--- config.mk ---
export PLATFORM = sky130hd
export DESIGN_NAME = dmem_unloader
export DESIGN_NICKNAME = d
export VERILOG_FILES = /design/src/rtl/dmem_unloader.sv
export SDC_FILE = /design/constraint.sdc
export NUM_CORES = 1
export LEC_CHECK = 0
export ABC_CLOCK_PERIOD_IN_PS = 2200
export BUFFER_PORTS_ARGS = -buffer_cell sky130_fd_sc_hd__buf_4
export CAP_MARGIN = 5
export CORE_MARGIN = 3
export CORE_UTILIZATION = 47
export CTS_CLUSTER_DIAMETER = 40
export DETAILED_ROUTE_END_ITERATION = 10
export MAX_ROUTING_LAYER = met4
export PLACE_DENSITY = 0.82
export RECOVER_POWER = 50
export SYNTH_ARGS = -nofsm -noshare
export SYNTH_HDL_FRONTEND = slang
export SYNTH_SLANG_ARGS = --single-unit
--- constraint.sdc ---
create_clock -name clk -period 2.2 [get_ports clk]
set_input_delay 0 -clock clk [delete_from_list [all_inputs] [get_ports clk]]
set_output_delay 0 -clock clk [all_outputs]
set_load 0.05 [all_outputs]
--- src/rtl/dmem_unloader.sv ---
`default_nettype none
// ============================================================================
// Module   : dmem_unloader
// Brief    : After core END, walks a contiguous block of data memory through
//            the dmem_mux read leg and streams each word out on a
//            valid/ready interface toward the host/display logic.
// Revision : 1.0 - initial release
// ============================================================================
module dmem_unloader #(
   parameter int         ADDR_W   = 16,
   parameter int         DATA_W   = 16,
   parameter int         READ_LAT = 1,
   parameter logic [1:0] MUX_SEL  = 2'd2
) (
   input  logic              clk,
   input  logic              RESET,
   input  logic              start,
   input  logic              abort,
   input  logic [ADDR_W-1:0] base_addr,
   input  logic [15:0]       count,
   output logic [ADDR_W-1:0] mem_addr,
   output logic              mem_read,
   output logic [1:0]        mux_sel,
   input  logic [DATA_W-1:0] mem_data_in,
   output logic [DATA_W-1:0] out_data,
   output logic              out_valid,
   input  logic              out_ready,
   output logic              busy,
   output logic              done
);

   // Latency counter only needs to hold values 1..READ_LAT
   localparam int c_LAT_W = (READ_LAT < 2) ? 1 : $clog2(READ_LAT + 1);

   typedef enum logic [2:0] {
      S_IDLE  = 3'd0,
      S_ISSUE = 3'd1,
      S_WAIT  = 3'd2,
      S_HOLD  = 3'd3,
      S_DONE  = 3'd4
   } state_t;

   state_t              r_state;
   logic [ADDR_W-1:0]   r_addr;
   logic [15:0]         r_remaining;
   logic [c_LAT_W-1:0]  r_lat_cnt;
   logic [ADDR_W-1:0]   r_mem_addr;
   logic                r_mem_read;
   logic [1:0]          r_mux_sel;
   logic [DATA_W-1:0]   r_out_data;
   logic                r_out_valid;
   logic                r_busy;
   logic                r_done;

   logic [ADDR_W-1:0]   w_addr_next;

   // Next sequential address; natural modulo-2^ADDR_W wrap at the top
   assign w_addr_next = r_addr + {{(ADDR_W-1){1'b0}}, 1'b1};

   // Transfer sequencer: every output is a register updated with the state
   always_ff @(posedge clk or negedge RESET) begin
      if (!RESET) begin
         r_state     <= S_IDLE;
         r_addr      <= '0;
         r_remaining <= '0;
         r_lat_cnt   <= '0;
         r_mem_addr  <= '0;
         r_mem_read  <= 1'b0;
         r_mux_sel   <= 2'd0;
         r_out_data  <= '0;
         r_out_valid <= 1'b0;
         r_busy      <= 1'b0;
         r_done      <= 1'b0;
      end else begin
         r_done <= 1'b0;
         if (abort && (r_state != S_IDLE)) begin
            // Cancel wins over everything, including a pending handshake
            r_state     <= S_IDLE;
            r_mem_read  <= 1'b0;
            r_out_valid <= 1'b0;
            r_busy      <= 1'b0;
            r_mux_sel   <= 2'd0;
         end else begin
            case (r_state)
               S_IDLE: begin
                  if (start) begin
                     if (count != 16'd0) begin
                        r_addr      <= base_addr;
                        r_remaining <= count;
                        r_mem_addr  <= base_addr;
                        r_mem_read  <= 1'b1;
                        r_busy      <= 1'b1;
                        r_mux_sel   <= MUX_SEL;
                        r_state     <= S_ISSUE;
                     end else begin
                        // Empty transfer completes without touching memory
                        r_done  <= 1'b1;
                        r_state <= S_DONE;
                     end
                  end
               end
               S_ISSUE: begin
                  r_mem_read <= 1'b0;
                  r_lat_cnt  <= c_LAT_W'(READ_LAT);
                  r_state    <= S_WAIT;
               end
               S_WAIT: begin
                  if (r_lat_cnt == c_LAT_W'(1)) begin
                     r_out_data  <= mem_data_in;
                     r_out_valid <= 1'b1;
                     r_state     <= S_HOLD;
                  end else begin
                     r_lat_cnt <= r_lat_cnt - c_LAT_W'(1);
                  end
               end
               S_HOLD: begin
                  if (out_ready) begin
                     r_out_valid <= 1'b0;
                     r_addr      <= w_addr_next;
                     r_remaining <= r_remaining - 16'd1;
                     if (r_remaining == 16'd1) begin
                        r_done    <= 1'b1;
                        r_busy    <= 1'b0;
                        r_mux_sel <= 2'd0;
                        r_state   <= S_DONE;
                     end else begin
                        r_mem_addr <= w_addr_next;
                        r_mem_read <= 1'b1;
                        r_state    <= S_ISSUE;
                     end
                  end
               end
               S_DONE: begin
                  r_state <= S_IDLE;
               end
               default: begin
                  r_state     <= S_IDLE;
                  r_mem_read  <= 1'b0;
                  r_out_valid <= 1'b0;
                  r_busy      <= 1'b0;
                  r_mux_sel   <= 2'd0;
               end
            endcase
         end
      end
   end

   assign mem_addr  = r_mem_addr;
   assign mem_read  = r_mem_read;
   assign mux_sel   = r_mux_sel;
   assign out_data  = r_out_data;
   assign out_valid = r_out_valid;
   assign busy      = r_busy;
   assign done      = r_done;

endmodule
`default_nettype wire

* Word level (Yosys, flattened, before mapping)
Index checks and enable logic that the tools add are counted.
Word-level totals: logic and storage cells 96, register bits 74, input port bits 53
Cells by class: add/subtract/negate cells 3, eq/ne operators 18, multiplexer cells 46, bitwise gates (word level) 1, reduce and logical (&&, ||, !) cells 17
Operator list (count):
- 16-bit two-way mux | 8
- 16-bit case mux with 2 select lines | 3
- 3-bit two-way mux | 6
- 3-bit != test, second input constant | 6
- 1-bit two-way mux | 17
- 16-bit by 1-bit adder with 16-bit output, second input constant | 1
- 16-bit by 1-bit equality test with 1-bit output, second input constant | 1
- 16-bit nonzero test | 1
- 16-bit by 1-bit subtractor with 16-bit output, second input constant | 1
- 5-bit AND reduction | 3
- 3-bit case mux with 4 select lines | 1
- 2-bit two-way mux | 5
- 1-bit case mux with 3 select lines | 3
- 3-bit AND reduction | 3
- 2-bit != test, second input constant | 4
- 3-bit by 2-bit equality test with 1-bit output, second input constant | 2
- 2-bit by 1-bit != test with 1-bit output, second input constant | 3
- 2-bit case mux with 3 select lines | 1
- 6-bit AND reduction | 1
- 3-bit OR reduction | 2
- 1-bit case mux with 2 select lines | 2
- 2-bit nonzero test | 2
- 3-bit by 1-bit equality test with 1-bit output, second input constant | 1
- 3-bit equality test, second input constant | 1
- 7 further kinds | 7

* Logic depth before layout (Yosys ltp)
Gate-level depths: netlist of the first run.
word-level depth 5, mapped depth 9

* Least setup slack after synthesis of the first run
No wires, ideal clock.
path kind register to register, from reg r_state[0], to reg r_mem_addr[10] (netlist: mem_addr[10]), data arrival time 1951 ps, setup time 125 ps, clock period less this slack 2076 ps, cell stages (with the launch flop) 10, setup slack 124 ps, cells stage by stage dfrtp_1 > buf_6 > or3b_4 > a21oi_2 > o31a_1 > buf_6 > o21a_4 > buf_6 > buf_12 > mux2_4
On the way: word-level cells in the longest chain between the ends 4, elaborated cells between the ends (all ways) 12, those cells by class eq/ne: 5; mux: 1; bitwise: 1; reduce/logical: 5
Ends and longest elaborated chain:
- from (decl) | RTL line 43 | state_t r_state;
- from (signal assigned) | RTL line 63 | r_state <= S_IDLE;
- from (signal assigned) | RTL line 78 | r_state <= S_IDLE;
- from (signal assigned) | RTL line 94 | r_state <= S_ISSUE;
- parallel branches: the longest is 4 deep, another holds 6-bit AND reduction
- to (signal assigned) | RTL line 90 | r_mem_addr <= base_addr;
- to (signal assigned) | RTL line 127 | r_mem_addr <= w_addr_next;
- to (decl) | RTL line 47 | logic [ADDR_W-1:0] r_mem_addr;
Several ways; the timed one is not identified. A chain may end at the register's enable or synchronous reset.

* Worst setup path after layout of the first run
from reg r_remaining[0], to reg r_remaining[8]
On the way: word-level cells in the longest chain between the ends 3
Ends and longest elaborated chain:
- from (decl) | RTL line 45 | logic [15:0] r_remaining;
- from (signal assigned) | RTL line 89 | r_remaining <= count;
- from (signal assigned) | RTL line 120 | r_remaining <= r_remaining - 16'd1;
- 16-bit by 1-bit subtractor with 16-bit output | RTL line 120
- 16-bit two-way mux | RTL line 117 | if (out_ready) begin
- 16-bit case mux with 2 select lines | RTL line 84 | case (r_state)
Every way passes these cells. The select of a mux whose other input is x is not followed.

==> results of run 1 <==
-- kinds of logic after synthesis --
kind of cell / Yosys count / synth area share
fa+ha+maj: 3 / 0.00931
simple gates: 131 / 0.176
flops: 72 / 0.447
xor+xnor: 15 / 0.0326
compound gates: 107 / 0.172
other cells: 1 / 0.000930
mux: 38 / 0.110
buf+inv: 40 / 0.0521
-- where the power goes --
part           switching, W  internal, W
combinational       0.00245      0.00131
clock              0.000565     0.000432
sequential         0.000618      0.00196
-- cell usage after synthesis (2+ instances only) --
cell	count
buf_4	2
nand2b_1	2
nand2_1	35
or4_1	2
nand3_1	9
and4_1	2
a22o_1	4
xor2_1	11
and2_1	2
a21oi_1	24
a22oi_1	2
inv_1	8
a2bb2oi_1	6
o31ai_1	5
xnor2_1	4
nor3_1	7
dfrtp_1	72
nand4_1	11
a31oi_1	4
ha_1	3
nor4_1	6
or3_1	6
clkbuf_1	20
nor4_2	4
nor2_1	31
o211ai_1	3
nand3b_1	2
nor3_4	2
a21o_1	2
buf_2	5
mux2_4	5
o21ai_0	30
o22ai_1	10
mux2_2	30
buf_6	4
mux2i_1	3
a31o_2	2
o22a_1	3
-- routing by layer --
layer  vias to the layer above  track usage  wire, microns
li1                       1717            -              -
met3                        17       0.0403            413
met5                         -            -              0
met1                      1748        0.278           4420
met2                        98        0.357           5220
met4                         0       0.0777            213
-- registers in the layout, summed over array words and instances, names as in the netlist --
name,cells
done,1
mem_addr,16
mem_read,1
mux_sel,1
out_data,16
out_valid,1
r_addr,16
r_lat_cnt,1
r_remaining,16
r_state,3
-- layout make-up --
type	instances	area, sq um	share of cell area
Clock inverter	7	63.8	0.0123
Timing Repair Buffer	136	997	0.192
Sequential cell	72	1800	0.347
Clock buffer	9	124	0.0239
Multi-Input combinational cell	295	2040	0.393
Inverter	8	30.0	0.00578
Tap cell	105	131	0.0253
-- worst max-delay path, cell delays in order, from the launching register on --
cell and delay (ns):
dfrtp_2 0.44, inv_1 0.09, ha_2 0.20, or3b_4 0.39, or3_4 0.35, nor3_1 0.13
o21ai_0 0.09, a22o_1 0.25
-- metrics by stage --
step	power (W)	setup slack, ns	util	std cells
2_1_floorplan	0.00543	0.124	-	407
3_3_place_gp	0.00642	0.106	0.576	579
3_5_place_dp	0.00655	0.0276	0.576	579
4_1_cts	0.00761	0.0117	0.643	631
5_1_grt	0.00779	0.0379	0.629	632
6_report	0.00733	0.146	0.629	632
-- how the worst min path moves through the flow --
stage	end	slack, ns
after floorplan	done$_DFF_PN0_	-0.30
after global placement	r_remaining[13]$_DFFE_PN0P_	0.19
after detailed placement	mem_addr[6]$_DFFE_PN0P_	0.20
after CTS	r_addr[6]$_DFFE_PN0P_	0.003
after global routing	r_addr[6]$_DFFE_PN0P_	0.007
final	r_remaining[3]$_DFFE_PN0P_	0.008
-- what timing repair did --
action,in CTS,in global routing
resized for setup,0,6
endpoints found under the setup margin,0,2
endpoints found under the hold margin,109,0
buffers inserted,0,1
hold buffers,36,0
==> out/qor.csv, run 1 <==
stage;metric;value;unit
run_status;status;completed;
critical_path;cp.required;2.43;ns
critical_path;crit_type;register to register;
critical_path;reg2reg_slack;0.15;ns
critical_path;r2r_cells;7;
sta;whs;0.00760;ns
global_route;grt_pass1_vias;3407;
critical_path;worstSetupStartpointType;register;
layout;n_fill_cell;714;
critical_path;crit_start;r_remaining[0]$_DFFE_PN0P_;
layout;final_cell_mix;dfrtp_1, buf_4, clkbuf_1, dlygate4sd3_1, nand2_1;
clock_network;clk_pin_slew;0.08;ns
placement;place_congestion;0.904;
detailed_routing;ant_nets;0;
clock_network;cts-htree-levels;3;
critical_path;critical_path_arrival;2.29;ns
global_route;grt_max_degree;73;
detailed_routing;drt_iter0_drc;261;
sta;skew;0.0101;ns
sta;rsz0062_at_grt;false;
critical_path;endpoint_kind;register;
floorplan;die_area;9720;sq um
synth;synth_area_leaders;dfrtp_1, mux2_2, o21ai_0;
synth;synthFlopType;dfrtp_1;
layout;final_area;5190;sq um
floorplan;start_util;0.488;
global_route;grt_antenna_before_repair;0;
synth;netlist.area_leader.share;0.447;
sta;post-route-period-util;0.934;
global_route;overflow;0;
layout;nets;578;
clock_network;root_buffer;clkbuf_8;
placement;place_hpwl;6.90;mm
sta;tightest_slew;0.924;ns
power_and_ir_drop;p_leak;2.13;nW
detailed_routing;post_drt_wl_per_cell;16.2;microns
sta;slew_headroom;0.384;
critical_path;timing.rr.start;r_remaining[0]$_DFFE_PN0P_;
synth;syn_inst;407;
clock_network;cts_buffers;9;
power_and_ir_drop;powerDensity;1410;nW/um^2
clock_network;clock_sinks;72;
critical_path;crit_fanout;6;
detailed_routing;drcViolationCount;0;
sta;fin_tns_setup;0;ns
sta;hold_viol;0;
layout;antenna_cells;0;
detailed_routing;num_vias;3580;
sta;finalMaxSlewViolations;0;
synth;synth_edf_count;0;
detailed_routing;viasPerCell;5.66;
synth;synthArstFlopShare;1.00;
synth;ys_types;62;
synth;synth_nets;463;
min_path;hp-start;count[3];
power_and_ir_drop;peakVddDrop;0.000715;V
detailed_routing;wirelength;10.3;mm
global_route;grt_usage;0.220;
synth;synth_top_cell_by_area;dfrtp_1;
floorplan;die_w;98.6;microns
floorplan;num_io_pins;91;
sta;period_needed;2.05;ns
min_path;hold_depth;3;
clock_network;cts_tree;built;
critical_path;crit_end;r_remaining[8]$_DFFE_PN0P_;
sta;fmax;487;MHz
floorplan;core_area;8260;sq um
synth;avgSynthCellArea;9.91;sq um
synth;synth_warnings;0;
synth;synth-seq-area-share;0.447;
sta;setup_viol;0;
placement;portBuffers;89;
synth;syn-cell-area;4030;sq um
run;cap_violations;0;
detailed_routing;first_pass_iters;4;
placement;dpl_cell_area;4760;sq um
clock_network;clockBufferDepth;2;
floorplan;num_rows;33;
layout;final_common_cell;dfrtp_1;
global_route;grt_first_pass_wirelength;16.8;mm
min_path;hold_path.class;input pin to register;
clock_network;clk_latency;0.35;ns
layout;areaGrowthSynthToFinish;28.8;%
floorplan;die_h;98.6;microns
synth;ys_ff_latch;72;
critical_path;r2r-end;r_remaining[8]$_DFFE_PN0P_;
layout;final_layout_size_suffix_gt1_frac;0.256;
(Power assumes the default switching activity.)
==> run 2: changes to the inputs <==
--- a/config.mk
+++ b/config.mk
@@ -15,6 +15,7 @@
 export MAX_ROUTING_LAYER = met4
 export PLACE_DENSITY = 0.82
 export RECOVER_POWER = 50
+export SLEW_MARGIN = 20
 export SYNTH_ARGS = -nofsm -noshare
 export SYNTH_HDL_FRONTEND = slang
 export SYNTH_SLANG_ARGS = --single-unit
==> constraint.sdc (replaced) <==
create_clock -name clk -period 2.2 [get_ports clk]
set_input_delay 0.22 -clock clk [delete_from_list [all_inputs] [get_ports clk]]
set_output_delay 0.22 -clock clk [all_outputs]
set_load 0.05 [all_outputs]
==> out/qor.csv, run 2 (same netlist as run 1, synthesis figures left out) <==
stage;metric;value;unit;change
critical_path;cp.required;2.44;ns;about the same
floorplan;die_w;98.6;microns;unchanged
power_and_ir_drop;powerDensity;1540;nW/um^2;+9.0%
layout;final_common_cell;buf_4;;
detailed_routing;wirelength;9.93;mm;-3.2%
critical_path;crit_type;register to register;;
sta;slew_headroom;0.465;;+0.0806
critical_path;crit_start;r_remaining[0]$_DFFE_PN0P_;;
layout;antenna_cells;0;;unchanged
layout;areaGrowthSynthToFinish;23.3;%;
power_and_ir_drop;peakVddDrop;0.000987;V;+38%
floorplan;core_area;8260;sq um;unchanged
detailed_routing;post_drt_wl_per_cell;16.5;microns;+1.8%
global_route;grt_usage;0.211;;-0.00890
clock_network;clk_latency;0.35;ns;about the same
layout;nets;547;;-5.4%
clock_network;clk_pin_slew;0.08;ns;about the same
global_route;grt_antenna_before_repair;0;;unchanged
critical_path;r2r_cells;7;;unchanged
global_route;overflow;0;;unchanged
sta;hold_viol;0;;unchanged
detailed_routing;drcViolationCount;0;;unchanged
critical_path;reg2reg_slack;0.13;ns;about the same
global_route;grt_first_pass_wirelength;16.3;mm;-3.2%
sta;skew;0.00727;ns;-0.00285 ns
clock_network;cts_tree;built;;
sta;rsz0062_at_grt;false;;
placement;place_hpwl;7.02;mm;+1.8%
sta;period_needed;2.07;ns;+0.0135 ns
sta;setup_viol;0;;unchanged
detailed_routing;viasPerCell;5.80;;+2.5%
floorplan;num_io_pins;91;;unchanged
critical_path;timing.rr.start;r_remaining[0]$_DFFE_PN0P_;;
sta;fmax;484;MHz;-0.65%
critical_path;critical_path_arrival;2.31;ns;+0.02 ns
layout;final_layout_size_suffix_gt1_frac;0.313;;+0.0563
global_route;grt_pass1_vias;3429;;+0.65%
floorplan;start_util;0.488;;unchanged
critical_path;crit_fanout;7;;+1
detailed_routing;drt_iter0_drc;184;;-30%
floorplan;die_area;9720;sq um;unchanged
clock_network;root_buffer;clkbuf_8;;
global_route;grt_max_degree;42;;-42%
layout;fin_cells;601;;-4.9%
detailed_routing;num_vias;3488;;-2.6%
run;cap_violations;0;;unchanged
power_and_ir_drop;p_leak;2.10;nW;-1.8%
sta;post-route-period-util;0.940;;+0.00613
clock_network;post_cts_buffers;0;;unchanged
placement;portBuffers;89;;unchanged
run_status;status;completed;;
sta;tightest_slew;0.803;ns;-0.121 ns
layout;fin_util;0.602;;-0.0267
critical_path;r2r-end;r_remaining[8]$_DFFE_PN0P_;;
detailed_routing;ant_nets;0;;unchanged
placement;place_ws;0.0623;ns;+0.0347 ns
clock_network;cts-htree-levels;3;;unchanged
clock_network;clockBufferDepth;2;;unchanged
clock_network;clock_sinks;72;;unchanged
floorplan;die_h;98.6;microns;unchanged
sta;finalWorstSetupSlack;0.132;ns;-0.0135 ns
sta;finalMaxSlewViolations;0;;unchanged
layout;final_cell_mix;buf_4, dfrtp_1, nand2_1;;
min_path;hold_depth;2;;-1
placement;place_congestion;0.908;;+0.49%
detailed_routing;first_pass_iters;4;;unchanged
placement;placed_cells;584;;+0.86%
power_and_ir_drop;total_power;0.00765;W;+4.4%
clock_network;cts_buffers;9;;unchanged
critical_path;worstSetupStartpointType;register;;
critical_path;endpoint_kind;register;;
sta;fin_tns_setup;0;ns;unchanged
floorplan;num_rows;33;;unchanged
critical_path;crit_end;r_remaining[8]$_DFFE_PN0P_;;
min_path;hold_path.class;input pin to register;;
## run 2: report_power, final
part	internal (W)	total (W)	switching, W
combinational	0.00143	0.00387	0.00244
sequential	0.00196	0.00259	0.000632
clock	0.000650	0.00119	0.000538
## run 2: layout make-up
type / count / area, sq um
inverter: 8 / 30.0
tap: 105 / 131
fill: 698 / 3290
clock buffer: 9 / 124
timing repair buffer: 105 / 738
sequential: 72 / 1800
clock inverter: 7 / 100
multi-input combinational: 295 / 2050
## run 2: metrics by stage
stage / hold WS [ns] / instance area (sq um)
6_report: 0.0975 / 4970
5_1_grt: 0.0866 / 4970
4_1_cts: 0.0834 / 5030
3_5_place_dp: 0.183 / 4800
3_3_place_gp: 0.179 / 4800
2_1_floorplan: -0.0756 / 4030
## run 2: worst min-delay path by stage
stage | slack [ns] | end | from
2_1_floorplan | -0.08 | done$_DFF_PN0_ | RESET
3_3_place_gp | 0.18 | mem_addr[6]$_DFFE_PN0P_ | RESET
3_5_place_dp | 0.18 | mem_addr[6]$_DFFE_PN0P_ | RESET
4_1_cts | 0.08 | out_data[5]$_DFFE_PN0P_ | mem_data_in[5]
5_1_grt | 0.09 | out_data[8]$_DFFE_PN0P_ | mem_data_in[8]
6_report | 0.1 | out_data[5]$_DFFE_PN0P_ | mem_data_in[5]
## run 2: what timing repair did
action                                 4_1_cts  5_1_grt
hold buffers                                 1        0
setup endpoints to repair                    0        2
endpoints found under the hold margin       29        0
gates resized for setup                      0        5
## run 2: routing by layer
layer | track usage | routed length (microns) | vias up
li1 | - | - | 1658
met1 | 0.270 | 4280 | 1693
met2 | 0.334 | 4880 | 116
met3 | 0.0439 | 560 | 21
met4 | 0.0788 | 203 | 0
met5 | - | 0 | -
## run 2: critical path, cell delays in order, from the launching register on
cell	delay, ns
dfrtp_2	0.45
inv_1	0.09
ha_1	0.19
or3b_4	0.41
or3_4	0.37
nor3_2	0.13
o21ai_0	0.10
a22o_1	0.24
==> run 3: changes to the inputs <==
--- a/config.mk
+++ b/config.mk
@@ -5,6 +5,7 @@
 export SDC_FILE = /design/constraint.sdc
 export NUM_CORES = 1
 export LEC_CHECK = 0
+export ABC_AREA = 1
 export ABC_CLOCK_PERIOD_IN_PS = 2200
 export BUFFER_PORTS_ARGS = -buffer_cell sky130_fd_sc_hd__buf_4
 export CAP_MARGIN = 5
==> out/qor.csv, run 3 <==
stage;metric;value;unit;change
run_status;status;completed;;
clock_network;cts-htree-levels;3;;unchanged
placement;place_congestion;0.975;;+7.4%
clock_network;clk_latency;0.36;ns;about the same
run;cap_violations;0;;unchanged
floorplan;num_rows;33;;unchanged
floorplan;start_util;0.490;;+0.00222
critical_path;crit_start;r_state[1]$_DFFE_PN0P_;;
sta;setup_viol;0;;unchanged
critical_path;cp.required;2.45;ns;about the same
critical_path;crit_type;register to register;;
sta;skew;0.00765;ns;+0.000376 ns
global_route;overflow;0;;unchanged
layout;final_cell_mix;nand2_1, nor2_1, buf_4, dfrtp_1;;
floorplan;die_w;99.3;microns;+0.68%
sta;slew_headroom;0.225;;-0.240
floorplan;core_area;8340;sq um;+1.0%
synth;ys_types;32;;-48%
floorplan;die_area;9860;sq um;+1.4%
critical_path;endpoint_kind;register;;
synth;synth_mux_area_frac;0.0441;;-0.0658
synth;synth_warnings;0;;unchanged
power_and_ir_drop;powerDensity;1580;nW/um^2;+2.5%
sta;rsz0062_at_grt;false;;
clock_network;clockBufferDepth;2;;unchanged
critical_path;timing.rr.start;r_state[1]$_DFFE_PN0P_;;
synth;synth_edf_count;0;;unchanged
synth;synthArstFlopShare;1.00;;unchanged
layout;areaGrowthSynthToFinish;21.2;%;
sta;finalMaxSlewViolations;0;;unchanged
min_path;hold_path.class;input pin to register;;
critical_path;crit_fanout;30;;+23
power_and_ir_drop;p_leak;2.59;nW;+24%
sta;fmax;502;MHz;+3.8%
layout;final_area;4960;sq um;-0.30%
synth;synth_compound_area_frac;0.0566;;-0.115
clock_network;cts_tree;built;;
power_and_ir_drop;peakVddDrop;0.000935;V;-5.3%
detailed_routing;num_vias;4008;;+15%
global_route;grt_first_pass_wirelength;17.7;mm;+9.0%
synth;ys_ff_latch;72;;unchanged
synth;synth_area_leaders;dfrtp_1, nand2_1, nor2_1;;
layout;final_layout_size_suffix_gt1_frac;0.181;;-0.132
sta;period_needed;1.99;ns;-0.0757 ns
min_path;hp-start;mem_data_in[10];;
detailed_routing;ant_nets;0;;unchanged
synth;synth_fa_ha_area_frac;0.00918;;-0.000134
global_route;grt_pass1_vias;3966;;+16%
power_and_ir_drop;total_power;0.00782;W;+2.2%
sta;fin_tns_setup;0;ns;unchanged
floorplan;die_h;99.3;microns;+0.68%
placement;dpl_cell_area;4830;sq um;+0.70%
layout;n_fill_cell;802;;+15%
clock_network;clk_pin_slew;0.08;ns;about the same
detailed_routing;wirelength;10.4;mm;+5.0%
synth;synth_top_family_by_area;simple AND/OR/NAND/NOR gates;;
clock_network;root_buffer;clkbuf_8;;
critical_path;worstSetupStartpointType;register;;
global_route;grt_max_degree;48;;+14%
synth;avgSynthCellArea;7.09;sq um;-28%
detailed_routing;viasPerCell;5.17;;-11%
synth;synth.most_common_cell;nand2_1;;
synth;synth_nets;633;;+37%
sta;hold_viol;0;;unchanged
synth;syn_inst;577;;+42%
layout;antenna_cells;0;;unchanged
placement;portBuffers;89;;unchanged
floorplan;num_io_pins;91;;unchanged
sta;tightest_slew;1.16;ns;+0.360 ns
global_route;grt_usage;0.228;;+0.0167
synth;syn-cell-area;4090;sq um;+1.5%
clock_network;post_cts_buffers;0;;unchanged
layout;final_common_cell;nand2_1;;
detailed_routing;drt_iter0_drc;236;;+28%
synth;netlist.area_leader.share;0.441;;-0.00643
synth;yosys-top-cells-count;nand2_1, nor2_1, dfrtp_1;;
placement;place_hpwl;7.60;mm;+8.3%
detailed_routing;drcViolationCount;0;;unchanged
detailed_routing;first_pass_iters;5;;+1
detailed_routing;post_drt_wl_per_cell;13.5;microns;-19%
synth;synthXorXnorAreaFrac;0.00857;;-0.0240
synth;yosys.area_share.simple;0.374;;+0.198
layout;nets;721;;+32%
synth;synth_top_cell_by_area;dfrtp_1;;
sta;post-route-period-util;0.906;;-0.0344
critical_path;critical_path_arrival;2.24;ns;-0.07 ns
global_route;grt_antenna_before_repair;0;;unchanged
synth;synth-seq-area-share;0.441;;-0.00643
clock_network;clock_sinks;72;;unchanged
synth;synthFlopType;dfrtp_1;;
clock_network;cts_buffers;9;;unchanged
run 3: cell count changes in the layout (fill, tap and decap cells not counted), sizes merged, moves of 18 or more:
| cell | delta |
|---|---|
| nand2 | +213 |
| nand3 | +30 |
| nor2 | +50 |
| a21oi | -18 |
| mux2 | -19 |
| inv | +30 |
run 3: repair_timing:
action	4_1_cts	5_1_grt
hold buffers	1	0
resized for setup	0	1
hold endpoints to repair	46	0
setup endpoints to repair	0	16
run 3: through the flow:
step | util | cells | setup slack [ns] | hold WS, ns
after CTS | 0.604 | 775 | 0.157 | 0.0745
after floorplan | - | 577 | 0.657 | -0.0756
final | 0.594 | 775 | 0.208 | 0.0898
after detailed placement | 0.579 | 758 | 0.168 | 0.277
after global placement | 0.579 | 758 | 0.300 | 0.271
after global routing | 0.594 | 775 | 0.00126 | 0.0807
run 3: routing by layer:
layer | vias to the layer above | part of all wire | GRT usage | wire (microns)
li1 | 1985 | - | - | -
met1 | 1861 | 0.45 | 0.295 | 4660
met2 | 146 | 0.47 | 0.358 | 4870
met3 | 16 | 0.069 | 0.0491 | 719
met4 | 0 | 0.017 | 0.0756 | 181
met5 | - | 0 | - | 0
run 3: area by class of cell:
cell class / count / area (sq um) / area share
clock buffers: 9 / 124 / 0.0250
flip-flops and latches: 72 / 1800 / 0.363
inverters: 41 / 159 / 0.0321
well taps: 105 / 131 / 0.0265
repair buffers: 95 / 647 / 0.130
multi-input cells: 446 / 2020 / 0.408
clock inverters: 7 / 72.6 / 0.0146
run 3: report_power, final:
| group | switching [W] | internal, W | total [W] | leakage, nW |
|---|---|---|---|---|
| Sequential | 0.000536 | 0.00197 | 0.00250 | 0.884 |
| Clock | 0.000539 | 0.000523 | 0.00106 | 0.0952 |
| Combinational | 0.00302 | 0.00124 | 0.00426 | 1.61 |
| Total | 0.00410 | 0.00373 | 0.00782 | 2.59 |
run 3: critical path, cell delays in order, from the launching register on:
cell and delay, ns:
dfrtp_1 0.45, nor2_2 0.15, nand2_1 0.12, nand2_2 0.15, nand2_1 0.08, nor2_2 0.09
nand2_2 0.21, inv_6 0.28, nand2_4 0.19, nand2_1 0.11, nand2_1 0.05
run 3: path summary, 6_finish.rpt:
check	cells after the start	slack, ns	end
setup / recovery	10	0.21	mem_addr[5]$_DFFE_PN0P_
max in group asynchronous	3	0.35	mem_addr[9]$_DFFE_PN0P_
setup reg to reg	10	0.21	mem_addr[5]$_DFFE_PN0P_
hold / removal	2	0.09	out_data[10]$_DFFE_PN0P_
hold reg to reg	2	0.47	mem_addr[9]$_DFFE_PN0P_
min in group asynchronous	2	0.62	out_data[2]$_DFFE_PN0P_
run 3: kinds of logic (layout without fill, tap and decap cells):
family / after synthesis / count (layout)
flip-flops: 72 / 72
adder cells (fa/ha/maj): 3 / 3
AO/OA/AOI/OAI: 43 / 43
XOR/XNOR: 4 / 4
multiplexers: 16 / 16
other: 1 / 1
buffers and inverters: 59 / 152
AND/OR/NAND/NOR: 379 / 379
